## config.mk

```make
export PLATFORM = sky130hd
export DESIGN_NAME = miner_nonce_dispatch_flat
export DESIGN_NICKNAME = d
export VERILOG_FILES = /design/src/rtl/miner_pkg.sv /design/src/rtl/miner_nonce_dispatch_if.sv /design/src/rtl/miner_rr_pick.sv /design/src/rtl/miner_nonce_dispatch.sv /design/src/flat_wrapper.sv
export SDC_FILE = /design/constraint.sdc
export NUM_CORES = 1
export LEC_CHECK = 0
export BUFFER_PORTS_ARGS = -buffer_cell sky130_fd_sc_hd__buf_2
export CELL_PAD_IN_SITES_DETAIL_PLACEMENT = 0
export CELL_PAD_IN_SITES_GLOBAL_PLACEMENT = 1
export CORE_ASPECT_RATIO = 0.75
export CORE_MARGIN = 10
export CORE_UTILIZATION = 35
export DETAILED_ROUTE_END_ITERATION = 10
export PLACE_DENSITY_LB_ADDON = 0.1
export SYNTH_ARGS = -nofsm -noshare
export SYNTH_HDL_FRONTEND = slang
export SYNTH_HIERARCHICAL = 1
export SYNTH_SLANG_ARGS = --single-unit
```

## constraint.sdc

```tcl
create_clock -name clk -period 4.8 [get_ports clk]
set_clock_uncertainty 0.1 [all_clocks]
set_input_delay 0.48 -clock clk [delete_from_list [all_inputs] [get_ports clk]]
set_output_delay 0.48 -clock clk [all_outputs]
set_load 0.05 [all_outputs]
```

## src/rtl/miner_pkg.sv

```systemverilog
// Shared types and defaults for the nonce dispatcher and its helpers.
package miner_pkg;

  localparam int unsigned NONCE_W_DEF   = 32;
  localparam int unsigned NUM_CORES_DEF = 4;

  typedef enum logic [1:0] {
    ST_IDLE     = 2'd0,
    ST_DISPATCH = 2'd1,
    ST_DRAIN    = 2'd2,
    ST_REPORT   = 2'd3
  } dispatch_state_t;

endpackage

```

## src/rtl/miner_nonce_dispatch_if.sv

```systemverilog
// Job front-end and hash-core bus seen by the nonce dispatcher.
interface miner_nonce_dispatch_if
  import miner_pkg::*;
#(
  parameter int unsigned NUM_CORES = NUM_CORES_DEF,
  parameter int unsigned NONCE_W   = NONCE_W_DEF
);

  logic                 job_valid;
  logic                 job_ready;
  logic [NONCE_W-1:0]   nonce_start;
  logic [NONCE_W-1:0]   nonce_end;
  logic                 abort;
  logic [NUM_CORES-1:0] core_start;
  logic [NONCE_W-1:0]   core_nonce;
  logic [NUM_CORES-1:0] core_finished;
  logic [NUM_CORES-1:0] core_hit;
  logic                 busy;
  logic                 done;
  logic                 found;
  logic [NONCE_W-1:0]   found_nonce;

  // Environment side: job loader plus the hash-core array.
  modport master (
    output job_valid, nonce_start, nonce_end, abort, core_finished, core_hit,
    input  job_ready, core_start, core_nonce, busy, done, found, found_nonce
  );

  // Dispatcher side.
  modport slave (
    input  job_valid, nonce_start, nonce_end, abort, core_finished, core_hit,
    output job_ready, core_start, core_nonce, busy, done, found, found_nonce
  );

endinterface

```

## src/rtl/miner_rr_pick.sv

```systemverilog
// Combinational round-robin picker: first idle requester at or after ptr_i, wrapping.
module miner_rr_pick #(
  parameter int unsigned N = 4
) (
  input  logic [N-1:0]         idle_i,
  input  logic [$clog2(N)-1:0] ptr_i,
  output logic                 grant_valid_c_o,
  output logic [N-1:0]         grant_c_o
);

  localparam int unsigned PTR_W = $clog2(N);

  // Scan N positions starting at the pointer; the first idle one wins.
  always_comb begin
    int unsigned idx;
    logic        hit;
    grant_c_o       = '0;
    grant_valid_c_o = 1'b0;
    hit             = 1'b0;
    idx             = 0;
    for (int unsigned k = 0; k < N; k++) begin
      idx = (32'(ptr_i) + k) % N;
      if (!hit && idle_i[PTR_W'(idx)]) begin
        hit                      = 1'b1;
        grant_c_o[PTR_W'(idx)]   = 1'b1;
      end
    end
    grant_valid_c_o = hit;
  end

endmodule

```

## src/rtl/miner_nonce_dispatch.sv

```systemverilog
// Hands nonces of one job to a pool of hash cores and reports the first hit or exhaustion.
module miner_nonce_dispatch
  import miner_pkg::*;
#(
  parameter int unsigned NUM_CORES = NUM_CORES_DEF,
  parameter int unsigned NONCE_W   = NONCE_W_DEF
) (
  input  logic                   clk,
  input  logic                   n_rst,
  miner_nonce_dispatch_if.slave  bus
);

  localparam int unsigned PTR_W = $clog2(NUM_CORES);

  dispatch_state_t      state_q, state_d;
  logic [NONCE_W-1:0]   next_nonce_q, next_nonce_d;
  logic [NONCE_W-1:0]   last_nonce_q, last_nonce_d;
  logic [NUM_CORES-1:0] active_q, active_d;
  logic                 hit_seen_q, hit_seen_d;
  logic [PTR_W-1:0]     rr_ptr_q, rr_ptr_d;
  logic [NONCE_W-1:0]   rec_nonce_q, rec_nonce_d;
  logic [NONCE_W-1:0]   issued_q [NUM_CORES];
  logic [NONCE_W-1:0]   issued_d [NUM_CORES];
  logic [NUM_CORES-1:0] core_start_q, core_start_d;
  logic [NONCE_W-1:0]   core_nonce_q, core_nonce_d;
  logic                 done_q, done_d;
  logic                 found_q, found_d;
  logic [NONCE_W-1:0]   found_nonce_q, found_nonce_d;

  logic [NUM_CORES-1:0] fin_live_c;
  logic [NUM_CORES-1:0] hit_live_c;
  logic                 hit_any_c;
  logic [PTR_W-1:0]     hit_idx_c;
  logic                 grant_valid_c;
  logic [NUM_CORES-1:0] grant_c;
  logic [PTR_W-1:0]     grant_idx_c;

  // Finishes on cores without an outstanding nonce are dropped here.
  assign fin_live_c = bus.core_finished & active_q;
  assign hit_live_c = fin_live_c & bus.core_hit;

  miner_rr_pick #(.N(NUM_CORES)) u_pick (
    .idle_i          (~active_q),
    .ptr_i           (rr_ptr_q),
    .grant_valid_c_o (grant_valid_c),
    .grant_c_o       (grant_c)
  );

  // Lowest-index hit and the index of the one-hot grant.
  always_comb begin
    hit_any_c   = 1'b0;
    hit_idx_c   = '0;
    grant_idx_c = '0;
    for (int unsigned i = 0; i < NUM_CORES; i++) begin
      if (!hit_any_c && hit_live_c[i]) begin
        hit_any_c = 1'b1;
        hit_idx_c = PTR_W'(i);
      end
      if (grant_c[i]) begin
        grant_idx_c = PTR_W'(i);
      end
    end
  end

  // Next-state and registered-output decode.
  always_comb begin
    state_d       = state_q;
    next_nonce_d  = next_nonce_q;
    last_nonce_d  = last_nonce_q;
    active_d      = active_q & ~fin_live_c;
    hit_seen_d    = hit_seen_q;
    rr_ptr_d      = rr_ptr_q;
    rec_nonce_d   = rec_nonce_q;
    issued_d      = issued_q;
    core_start_d  = '0;
    core_nonce_d  = '0;
    done_d        = 1'b0;
    found_d       = 1'b0;
    found_nonce_d = '0;

    if ((state_q == ST_DISPATCH || state_q == ST_DRAIN) && hit_any_c && !hit_seen_q) begin
      hit_seen_d  = 1'b1;
      rec_nonce_d = issued_q[hit_idx_c];
    end

    case (state_q)
      ST_IDLE: begin
        // The first nonce goes straight to core 0 so it appears the cycle after acceptance.
        if (bus.job_valid) begin
          hit_seen_d   = 1'b0;
          rec_nonce_d  = '0;
          last_nonce_d = bus.nonce_end;
          next_nonce_d = bus.nonce_start + NONCE_W'(1);
          active_d     = NUM_CORES'(1);
          rr_ptr_d     = PTR_W'(1);
          issued_d[0]  = bus.nonce_start;
          core_start_d = NUM_CORES'(1);
          core_nonce_d = bus.nonce_start;
          state_d      = (bus.nonce_start == bus.nonce_end) ? ST_DRAIN : ST_DISPATCH;
        end
      end
      ST_DISPATCH: begin
        if (bus.abort || (hit_any_c && !hit_seen_q)) begin
          state_d = ST_DRAIN;
        end else if (grant_valid_c) begin
          core_start_d           = grant_c;
          core_nonce_d           = next_nonce_q;
          active_d               = active_d | grant_c;
          issued_d[grant_idx_c]  = next_nonce_q;
          rr_ptr_d               = (grant_idx_c == PTR_W'(NUM_CORES - 1)) ? '0
                                                                          : grant_idx_c + PTR_W'(1);
          next_nonce_d           = next_nonce_q + NONCE_W'(1);
          if (next_nonce_q == last_nonce_q) begin
            state_d = ST_DRAIN;
          end
        end
      end
      ST_DRAIN: begin
        if (active_d == '0) begin
          state_d       = ST_REPORT;
          done_d        = 1'b1;
          found_d       = hit_seen_d;
          found_nonce_d = hit_seen_d ? rec_nonce_d : '0;
        end
      end
      ST_REPORT: begin
        state_d = ST_IDLE;
      end
      default: begin
        state_d = ST_IDLE;
      end
    endcase
  end

  // State and output registers.
  always_ff @(posedge clk or negedge n_rst) begin
    if (!n_rst) begin
      state_q       <= ST_IDLE;
      next_nonce_q  <= '0;
      last_nonce_q  <= '0;
      active_q      <= '0;
      hit_seen_q    <= 1'b0;
      rr_ptr_q      <= '0;
      rec_nonce_q   <= '0;
      for (int unsigned i = 0; i < NUM_CORES; i++) begin
        issued_q[i] <= '0;
      end
      core_start_q  <= '0;
      core_nonce_q  <= '0;
      done_q        <= 1'b0;
      found_q       <= 1'b0;
      found_nonce_q <= '0;
    end else begin
      state_q       <= state_d;
      next_nonce_q  <= next_nonce_d;
      last_nonce_q  <= last_nonce_d;
      active_q      <= active_d;
      hit_seen_q    <= hit_seen_d;
      rr_ptr_q      <= rr_ptr_d;
      rec_nonce_q   <= rec_nonce_d;
      issued_q      <= issued_d;
      core_start_q  <= core_start_d;
      core_nonce_q  <= core_nonce_d;
      done_q        <= done_d;
      found_q       <= found_d;
      found_nonce_q <= found_nonce_d;
    end
  end

  assign bus.job_ready   = (state_q == ST_IDLE);
  assign bus.busy        = (state_q != ST_IDLE);
  assign bus.core_start  = core_start_q;
  assign bus.core_nonce  = core_nonce_q;
  assign bus.done        = done_q;
  assign bus.found       = found_q;
  assign bus.found_nonce = found_nonce_q;

endmodule

```

## src/flat_wrapper.sv

```systemverilog
// flat-port wrapper written by rule: the top's interface ports become plain ports
module miner_nonce_dispatch_flat import miner_pkg::*;
#(
  parameter int unsigned NUM_CORES = NUM_CORES_DEF,
  parameter int unsigned NONCE_W   = NONCE_W_DEF
)
  (clk, n_rst, bus_job_valid, bus_nonce_start, bus_nonce_end, bus_abort, bus_core_finished, bus_core_hit, bus_job_ready, bus_core_start, bus_core_nonce, bus_busy, bus_done, bus_found, bus_found_nonce);
  miner_nonce_dispatch_if #(.NUM_CORES(NUM_CORES), .NONCE_W(NONCE_W)) bus_i ();
  input  logic clk;
  input  logic n_rst;
  input wire logic [$bits(bus_i.job_valid)-1:0] bus_job_valid;
  input wire logic [$bits(bus_i.nonce_start)-1:0] bus_nonce_start;
  input wire logic [$bits(bus_i.nonce_end)-1:0] bus_nonce_end;
  input wire logic [$bits(bus_i.abort)-1:0] bus_abort;
  input wire logic [$bits(bus_i.core_finished)-1:0] bus_core_finished;
  input wire logic [$bits(bus_i.core_hit)-1:0] bus_core_hit;
  output wire logic [$bits(bus_i.job_ready)-1:0] bus_job_ready;
  output wire logic [$bits(bus_i.core_start)-1:0] bus_core_start;
  output wire logic [$bits(bus_i.core_nonce)-1:0] bus_core_nonce;
  output wire logic [$bits(bus_i.busy)-1:0] bus_busy;
  output wire logic [$bits(bus_i.done)-1:0] bus_done;
  output wire logic [$bits(bus_i.found)-1:0] bus_found;
  output wire logic [$bits(bus_i.found_nonce)-1:0] bus_found_nonce;
  assign bus_i.job_valid = bus_job_valid;
  assign bus_i.nonce_start = bus_nonce_start;
  assign bus_i.nonce_end = bus_nonce_end;
  assign bus_i.abort = bus_abort;
  assign bus_i.core_finished = bus_core_finished;
  assign bus_i.core_hit = bus_core_hit;
  assign bus_job_ready = bus_i.job_ready;
  assign bus_core_start = bus_i.core_start;
  assign bus_core_nonce = bus_i.core_nonce;
  assign bus_busy = bus_i.busy;
  assign bus_done = bus_i.done;
  assign bus_found = bus_i.found;
  assign bus_found_nonce = bus_i.found_nonce;
  miner_nonce_dispatch #(.NUM_CORES(NUM_CORES), .NONCE_W(NONCE_W)) u_core (.clk(clk), .n_rst(n_rst), .bus(bus_i));
endmodule
```

==> flow_summary.ini, run 1 <==
[run_status]
outcome = completed

[clocking]
clkLatencyLatePin_ps = 530
cts_buffer_depth = 3
path_clk_slew_ps = 60
ctsRootBufferMaster = clkbuf_16
cts_tree = done
htree_levels = 2
clock_sinks = 303
cts_buffers = 35
ctsHoldBuffers = 1
post_cts_buffers = 0
cts_repair_resize_count = 0

[pwr]
power_frac_comb_pct = 41.1
seqPwrFrac_pct = 36.7
ir_worst_vdd_uv = 440
p_leak_nw = 7.90
pwr-share-clk_pct = 22.2
power_switching_mw = 5.08
power_density_nw_per_um2 = 683
netSwitchingFraction_pct = 41.5
p_int_mw = 7.16

[floorplanning]
die_w_um = 263
design.die.area_um2 = 53300
num_io_pins = 148
die_h_um = 202
initial_core_util_pct = 35.6
core-area_um2 = 43600
rows = 66

[setup_path]
ff2ff_setup_slack_ps = 950
rr_worst_depth = 14
start_kind = flip-flop
worstPathCellList = inv_1 > ha_1 > mux2_2 > a31o_1 > a221oi_2 > o2bb2ai_1 > or2_2 > inv_1 > ha_1 > nor3b_4 > a21oi_1 > nor2_4 > buf_12 > mux2_2
r2r_end = u_core/issued_q[103]
crit_required_ps = 5100
crit_cells = 14
path_buf_inv = 3
r2r_start = u_core/rr_ptr_q[1]
end_kind = flip-flop
crit_path_max_incr_delay_ps = 620
cp.arrival_ps = 4150
crit_fanout = 32
cp_slowest_cell = dfrtp_1
crit_start = u_core/rr_ptr_q[1]
cp_top_family = multiplexers
critPathCapture = u_core/issued_q[103]
path_class = reg -> reg

[timing]
tightestPinTransition_ps = 1140
period_share_pct = 80.2
setup_ws_ps = 950
hold_slack_ps = 64.3
rsz0062_at_grt = no
fmax_mhz = 260
finalSetupViolations = 0
finalHoldViolCount = 0
drv_slew = 0
finalCriticalPeriod_ps = 3850
slew_headroom_pct = 23.7
fin_tns_setup_ps = 0

[placed_design]
pre_cts_ws_ps = 960
placed_area_um2 = 16700
gp_congestion = 0.823
hpwl_um = 33800
io_buffers = 147

[cells_and_area]
drive_gt1_share_pct = 23.5
fillers = 4252
fin_area_um2 = 17900
fin_nets = 1680
area_delta_synth_final_pct = 15.4
num_antenna_cells = 0

[flow_run]
cap_violations = 0

[synth]
dominantRegCellSynth = dfrtp_1
synth_top_area_share_pct = 48.8
async_flop_share_pct = 100
synth_top_area_cell = dfrtp_1
synth-seq-cells = 303
ys_seq_area_share_pct = 48.8
synth_edf_count = 0
synthTopCellsByArea = dfrtp_1 49%, mux2_2 8.0%, nand2_1 5.1%
syn_nets = 1595
ys_types = 75
synth.most_common_cell = dfrtp_1
syn_area_per_cell_um2 = 10.3
ys_top_cells_by_count = 303 x dfrtp_1, 212 x nand2_1, 134 x nor2_1
syn_area_um2 = 15500
synth_cells = 1505
yosys_warnings = 6

[detailed_routing]
drt-vias-per-instance = 5.26
drt_iter0_markers = 887
wl_um = 50000
top_layer = met4
ant_nets = 0
firstDrtPassIters = 5
met1_length_um = 24900
met2_length_um = 21200
vias = 11500
drc = 0
routedWlPerCell_um = 22.8
wl_met3_um = 3220

[global_route]
grt_usage_pct = 18.3
grt_pass1_wl_um = 75800
gr-total-overflow = 0
antenna_found_initial = 0
grt_max_degree = 104
grt_pass1_vias = 11500

[worst_hold_path]
hold_path_class = in -> reg
hold_depth = 3
==> how the worst min path moves through the flow <==
stage | endpoint | start | slack (ps)
floorplan | u_core/active_q[0] | n_rst | 80
global placement | u_core/issued_q[48] | u_core/issued_q[48] | 360
detailed placement | u_core/issued_q[16] | u_core/issued_q[16] | 380
CTS | u_core/last_nonce_q[7] | bus_nonce_end[7] | 50
global route | u_core/last_nonce_q[26] | bus_nonce_end[26] | 50
finish | u_core/last_nonce_q[7] | bus_nonce_end[7] | 60
==> registers in the layout (all words and copies together) (netlist names) <==
name / cells
u_core/issued_q: 128
u_core/bus.core_nonce: 32
u_core/bus.found_nonce: 32
u_core/last_nonce_q: 32
u_core/next_nonce_q: 32
u_core/rec_nonce_q: 32
u_core/active_q: 4
u_core/bus.core_start: 4
u_core/rr_ptr_q: 2
u_core/state_q: 2
u_core/bus.done: 1
u_core/bus.found: 1
u_core/hit_seen_q: 1
==> final cells by class <==
cell class                      count  area, um^2  share of cell area [%]
Inverter                           41         154                   0.859
Tap cell                          578         723                    4.03
Clock inverter                     10         110                   0.614
Sequential cell                   303        7580                    42.3
Clock buffer                       51        1060                    5.90
Multi-Input combinational cell   1040        7330                    40.9
Timing Repair Buffer              169         963                    5.37
==> routing by layer <==
metal,GRT usage [%],vias to the layer above
met2,26.9,279
met5,0,-
li1,-,5390
met4,3.28,0
met1,26.6,5815
met3,4.88,46
==> stage by stage <==
step | instances | utilization, % | power [mW]
after global routing | 2192 | 41.1 | 13.1
after detailed placement | 2130 | 38.4 | 9.58
after global placement | 2130 | 38.4 | 9.47
final | 2192 | 41.1 | 12.2
after floorplan | 1505 | - | 8.03
after CTS | 2192 | 41.1 | 12.4
==> cell usage in the layout (no fill, tap or decap), types with 10 or more instances in the layout <==
| master | n |
|---|---|
| a21oi_1 | 20 |
| a22o_1 | 23 |
| buf_2 | 146 |
| buf_4 | 17 |
| clkbuf_16 | 37 |
| dfrtp_1 | 303 |
| ha_1 | 13 |
| inv_1 | 40 |
| mux2_1 | 22 |
| mux2_2 | 110 |
| mux2i_1 | 56 |
| nand2_1 | 211 |
| nand2b_1 | 12 |
| nand3_1 | 41 |
| nand4_1 | 26 |
| nor2_1 | 131 |
| nor3_1 | 11 |
| o21ai_0 | 56 |
| o22ai_1 | 17 |
| o2bb2ai_1 | 36 |
| o31a_1 | 33 |
| o31ai_1 | 10 |
| xnor2_1 | 80 |
| xor2_1 | 10 |
==> power by group through the flow <==
stage,Combinational (mW),Clock (mW),Sequential [mW]
3_5_place_dp,5.05,0,4.54
6_report,5.03,2.72,4.49
5_1_grt,5.51,2.91,4.63
4_1_cts,5.07,2.79,4.49
2_1_floorplan,3.59,0,4.44
3_3_place_gp,4.98,0,4.50
==> worst register-to-register path, delay by kind of cell, from the launching register on <==
kind / cells / cell delay [ps]
mux: 2 / 750
simple gates: 3 / 650
flops: 1 / 620
compound gates: 4 / 590
fa+ha+maj: 2 / 550
buf+inv: 3 / 460
==> cell families (layout without fill, tap and decap cells) <==
| kind of cell | Yosys count | count (layout) | synth area share (%) |
|---|---|---|---|
| flops | 303 | 303 | 48.8 |
| buf+inv | 162 | 271 | 4.38 |
| simple gates | 501 | 501 | 15.2 |
| xor+xnor | 90 | 90 | 5.07 |
| compound gates | 246 | 246 | 12.1 |
| mux | 189 | 189 | 13.3 |
| fa+ha+maj | 14 | 14 | 1.13 |
No activity file was read; power rests on OpenSTA's default activity.
==> run 2: changes to the inputs <==
- clock period: 4.8 -> 3.1 ns (I/O delays scaled with it)
==> run 2 against run 1 <==
Against the previous run: the run now ends with setup timing left; critical path depth rose by 2; worst setup slack lost 1200 ps; combinational power grew 110%; critical endpoint is now u_core/issued_q[99]; highest routed layer unchanged.
==> flow_summary.ini, run 2 (same netlist as run 1, synthesis figures left out) <==
[run_status]
outcome = finished with violations
violations = setup timing

[detailed_routing]
firstDrtPassIters = 5
drt_iter0_markers = 1033
drc = 0
drt-vias-per-instance = 5.32
routedWlPerCell_um = 23.4
wl_um = 54800
ant_nets = 0
vias = 12500

[clocking]
path_clk_slew_ps = 60
htree_levels = 2
clock_sinks = 303
ctsRootBufferMaster = clkbuf_16
cts_buffers = 35
cts_tree = done
clkLatencyLatePin_ps = 530
cts_buffer_depth = 3

[cells_and_area]
num_antenna_cells = 0
area_delta_synth_final_pct = 27.3
finalNonFillerCells = 2346
drive_gt1_share_pct = 30.2
top_register = u_core/issued_q
mostFrequentLayoutCells = 303 x dfrtp_1, 208 x nand2_1, 146 x buf_2
fin_nets = 1834
largest_register_ffs = 128
final_common_cell = dfrtp_1

[setup_path]
start_kind = flip-flop
crit_required_ps = 3400
end_kind = flip-flop
path_class = reg -> reg
cp.arrival_ps = 3610
crit_fanout = 5

[timing]
fmax_mhz = 302
period_share_pct = 107
finalHoldViolCount = 0
slew_headroom_pct = 41.3
rsz0062_at_grt = yes
drv_slew = 0
hold_slack_ps = 28.9
tightestPinTransition_ps = 877
fin_tns_setup_ps = -9860
setup_ws_ps = -206
finalSetupViolations = 85
finalCriticalPeriod_ps = 3310

[pwr]
ir_worst_vdd_uv = 464
power_density_nw_per_um2 = 1070
p_leak_nw = 8.89
power.total_mw = 21.2

[global_route]
gr-total-overflow = 0
grt_pass1_wl_um = 81600
grt_pass1_vias = 12500
grt_usage_pct = 19.6
grt_max_degree = 79
antenna_found_initial = 1

[worst_hold_path]
hold_path_class = in -> reg

[placed_design]
gp_congestion = 0.857
pre_cts_ws_ps = -204
dp.cells = 2219
io_buffers = 147
hpwl_um = 37600

[floorplanning]
die_h_um = 202
num_io_pins = 148
initial_core_util_pct = 35.6
die_w_um = 263
rows = 66
design.die.area_um2 = 53300
core-area_um2 = 43600

[flow_run]
cap_violations = 0
[run 2: cell types whose count changed in the layout (fill, tap and decap cells not counted), moves of 9 or more]
cell | before | now
buf_4 | 17 | 105
dlygate4sd3_1 | 1 | 37
mux2_4 | 0 | 27
mux2_1 | 22 | 4
buf_12 | 4 | 21
mux2_2 | 110 | 101
[run 2: area by class of cell]
class	instances	area (um^2)
Sequential cell	303	7580
Inverter	41	159
Timing Repair Buffer	323	2600
Tap cell	578	723
Multi-Input combinational cell	1040	7560
Fill cell	4192	23800
Clock inverter	6	58.8
Clock buffer	55	1090
[run 2: metal layers]
layer / part of all wire, % / track usage [%]
met5: 0 / 0
met4: 1.2 / 3.11
met3: 5.7 / 3.28
met2: 42 / 28.1
met1: 51 / 30.3
[run 2: repair_timing]
item                                   CTS  global route
resized for setup                       39            13
pin swaps                                6             4
setup endpoints to repair              125           129
buffers inserted                        13             7
endpoints found under the hold margin  101             0
hold buffers                            37             0
cloned                                   4             7
[run 2: path summary, 6_finish.rpt]
check                                    startpoint  cells past startpoint  slack [ps]                       end
min in group asynchronous                     n_rst                      2         240  u_core/bus.core_start[1]
worst min register to register  u_core/issued_q[48]                      2         380       u_core/issued_q[48]
worst max-delay path             u_core/rr_ptr_q[0]                     16        -210       u_core/issued_q[99]
worst max register to register   u_core/rr_ptr_q[0]                     16        -210       u_core/issued_q[99]
max in group asynchronous                     n_rst                      3        1720    u_core/next_nonce_q[9]
worst min-delay path            bus_nonce_start[26]                      3          30   u_core/next_nonce_q[26]
[run 2: stage by stage]
stage	util, %	instance area (um^2)
2_1_floorplan	-	15600
3_3_place_gp	40.4	17600
3_5_place_dp	40.4	17600
4_1_cts	44.8	19600
5_1_grt	45.4	19800
6_report	45.4	19800
[run 2: report_power, final]
group	switching, mW	internal, mW	total (mW)	leakage [nW]
clock	1.69	2.50	4.19	0.571
sequential	1.11	5.54	6.65	3.77
combinational	5.80	4.56	10.4	4.55
[run 2: worst max-delay path, cell delays in order, from the launching register on]
cell,delay [ps]
dfrtp_1,370
inv_2,70
ha_4,330
mux2i_4,310
mux2_4,250
a211oi_2,80
o2bb2ai_2,190
inv_2,50
a21o_1,170
inv_2,80
ha_4,130
nor3b_4,200
a21oi_2,70
nor2_4,160
buf_12,150
clkbuf_16,160
mux2_4,300
==> run 3: changes to the inputs <==
- REMOVE_ABC_BUFFERS: default -> 1
==> run 3 against run 2 <==
Against the previous run: the run still ends with setup timing left; fmax shrank 1.6%; global-route usage grew 0.14 points; via count shrank 1.6%; clock-buffer cell count shrank 3; combinational power is essentially flat; die area is the same; routed wire length shrank 1.1%; power grew 0.85%; critical path depth shrank 1; critical endpoint is now u_core/issued_q[121]; largest power group unchanged.
==> flow_summary.ini, run 3 (same netlist as run 1, synthesis figures left out) <==
[run_status]
outcome = finished with violations
violations = setup timing

[global_route]
grt_usage_pct = 19.7
grt_pass1_wl_um = 81400
grt_pass1_vias = 12300
antenna_found_initial = 0
gr-total-overflow = 0
grt_max_degree = 77

[timing]
drv_slew = 0
fmax_mhz = 298
period_share_pct = 108
finalSetupViolations = 110
hold_slack_ps = 25.5
finalCriticalPeriod_ps = 3360
finalHoldViolCount = 0
rsz0062_at_grt = yes
slew_headroom_pct = 31.0
tightestPinTransition_ps = 1030
setup_ws_ps = -260

[floorplanning]
num_io_pins = 148
die_h_um = 202
die_w_um = 263
core-area_um2 = 43600
design.die.area_um2 = 53300
rows = 66
initial_core_util_pct = 35.6

[flow_run]
cap_violations = 0

[clocking]
clock_sinks = 303
htree_levels = 2
cts_buffers = 35
ctsRootBufferMaster = clkbuf_16
path_clk_slew_ps = 60
cts_buffer_depth = 3
cts_tree = done
clkLatencyLatePin_ps = 520

[pwr]
seqPwrFrac_pct = 31.6
power_frac_comb_pct = 48.2
pwr-share-clk_pct = 20.3
ir_worst_vdd_uv = 574
power_density_nw_per_um2 = 1080
p_leak_nw = 8.90
netSwitchingFraction_pct = 40.4
power_switching_mw = 8.64
p_int_mw = 12.7

[detailed_routing]
firstDrtPassIters = 5
drt-vias-per-instance = 5.27
wl_um = 54200
met2_length_um = 23900
top_layer = met4
drt_iter0_markers = 811
wl_met3_um = 2770
routedWlPerCell_um = 23.2
drc = 0
ant_nets = 0
vias = 12300
met1_length_um = 26700

[setup_path]
r2r_start = u_core/rr_ptr_q[0]
crit_fanout = 7
crit_start = u_core/rr_ptr_q[0]
cp.arrival_ps = 3660
start_kind = flip-flop
end_kind = flip-flop
cp_top_family = multiplexers
rr_worst_depth = 15
path_buf_inv = 4
path_class = reg -> reg
crit_required_ps = 3400
cp_slowest_cell = dfrtp_1
crit_path_max_incr_delay_ps = 420
worstPathCellList = inv_2 > ha_4 > mux2i_4 > mux2_4 > a221oi_2 > o2bb2ai_2 > or2_4 > inv_4 > ha_4 > nor3b_4 > a21oi_2 > nor2_4 > buf_4 > clkbuf_16 > mux2_4
ff2ff_setup_slack_ps = -260
crit_cells = 15

[cells_and_area]
largest_register_ffs = 128
finalNonFillerCells = 2333
mostFrequentLayoutCells = 303 x dfrtp_1, 208 x nand2_1, 146 x buf_2
fillers = 4115
area_delta_synth_final_pct = 27.7
top_register = u_core/issued_q
fin_nets = 1821
drive_gt1_share_pct = 30.2
final_common_cell = dfrtp_1
num_antenna_cells = 0

[placed_design]
io_buffers = 147
gp_congestion = 0.867
hpwl_um = 35700
dp.cells = 2201
pre_cts_ws_ps = -302

[worst_hold_path]
hold_path_class = in -> reg
hold_start = bus_core_finished[3]
hold_depth = 3
[run 3: area by class of cell]
| cell class | count | area [um^2] | share of cell area [%] |
|---|---|---|---|
| Multi-Input combinational cell | 1040 | 7640 | 38.5 |
| Timing Repair Buffer | 310 | 2530 | 12.8 |
| Sequential cell | 303 | 7580 | 38.2 |
| Clock inverter | 9 | 123 | 0.618 |
| Tap cell | 578 | 723 | 3.65 |
| Inverter | 41 | 156 | 0.788 |
| Clock buffer | 52 | 1080 | 5.46 |
[run 3: metrics by stage]
| step | TNS [ps] | power (mW) | area [um^2] | util, % |
|---|---|---|---|---|
| floorplan | -561420 | 12.1 | 15000 | - |
| global placement | -16130 | 15.5 | 17400 | 39.9 |
| global route | -20130 | 22.6 | 19800 | 45.5 |
| detailed placement | -20780 | 15.6 | 17400 | 39.9 |
| CTS | -5510 | 21.3 | 19700 | 45.2 |
| finish | -9300 | 21.4 | 19800 | 45.5 |
[run 3: final timing paths]
kind,to
setup / recovery,u_core/issued_q[121]
hold / removal,u_core/active_q[3]
setup reg to reg,u_core/issued_q[121]
hold reg to reg,u_core/issued_q[48]
max in group asynchronous,u_core/bus.found_nonce[22]
min in group asynchronous,u_core/bus.found_nonce[6]
[run 3: worst min-delay path, cell delays in order]
cell	delay [ps]
buf_2	90
nor2b_1	50
a21o_1	150
[run 3: routing by layer]
metal  global-route usage [%]  vias to the layer above
met3                     3.31                       57
met4                     3.93                        0
met1                     29.0                     6235
li1                         -                     5692
met2                     29.9                      305
met5                        0                        -
[run 3: what timing repair did]
| item | CTS | global route |
|---|---|---|
| hold endpoints to repair | 101 | 0 |
| gates cloned | 9 | 3 |
| pin swaps | 11 | 2 |
| setup endpoints to repair | 125 | 135 |
| hold buffers | 36 | 0 |
| resized for setup | 82 | 16 |
| buffers inserted | 21 | 6 |
[run 3: power by group through the flow]
stage	logic (mW)	clock network, mW	registers [mW]
after CTS	10.0	4.47	6.74
after floorplan	4.89	0	7.22
after global routing	11.0	4.62	6.95
after detailed placement	8.86	0	6.78
final	10.3	4.33	6.75
after global placement	8.77	0	6.74
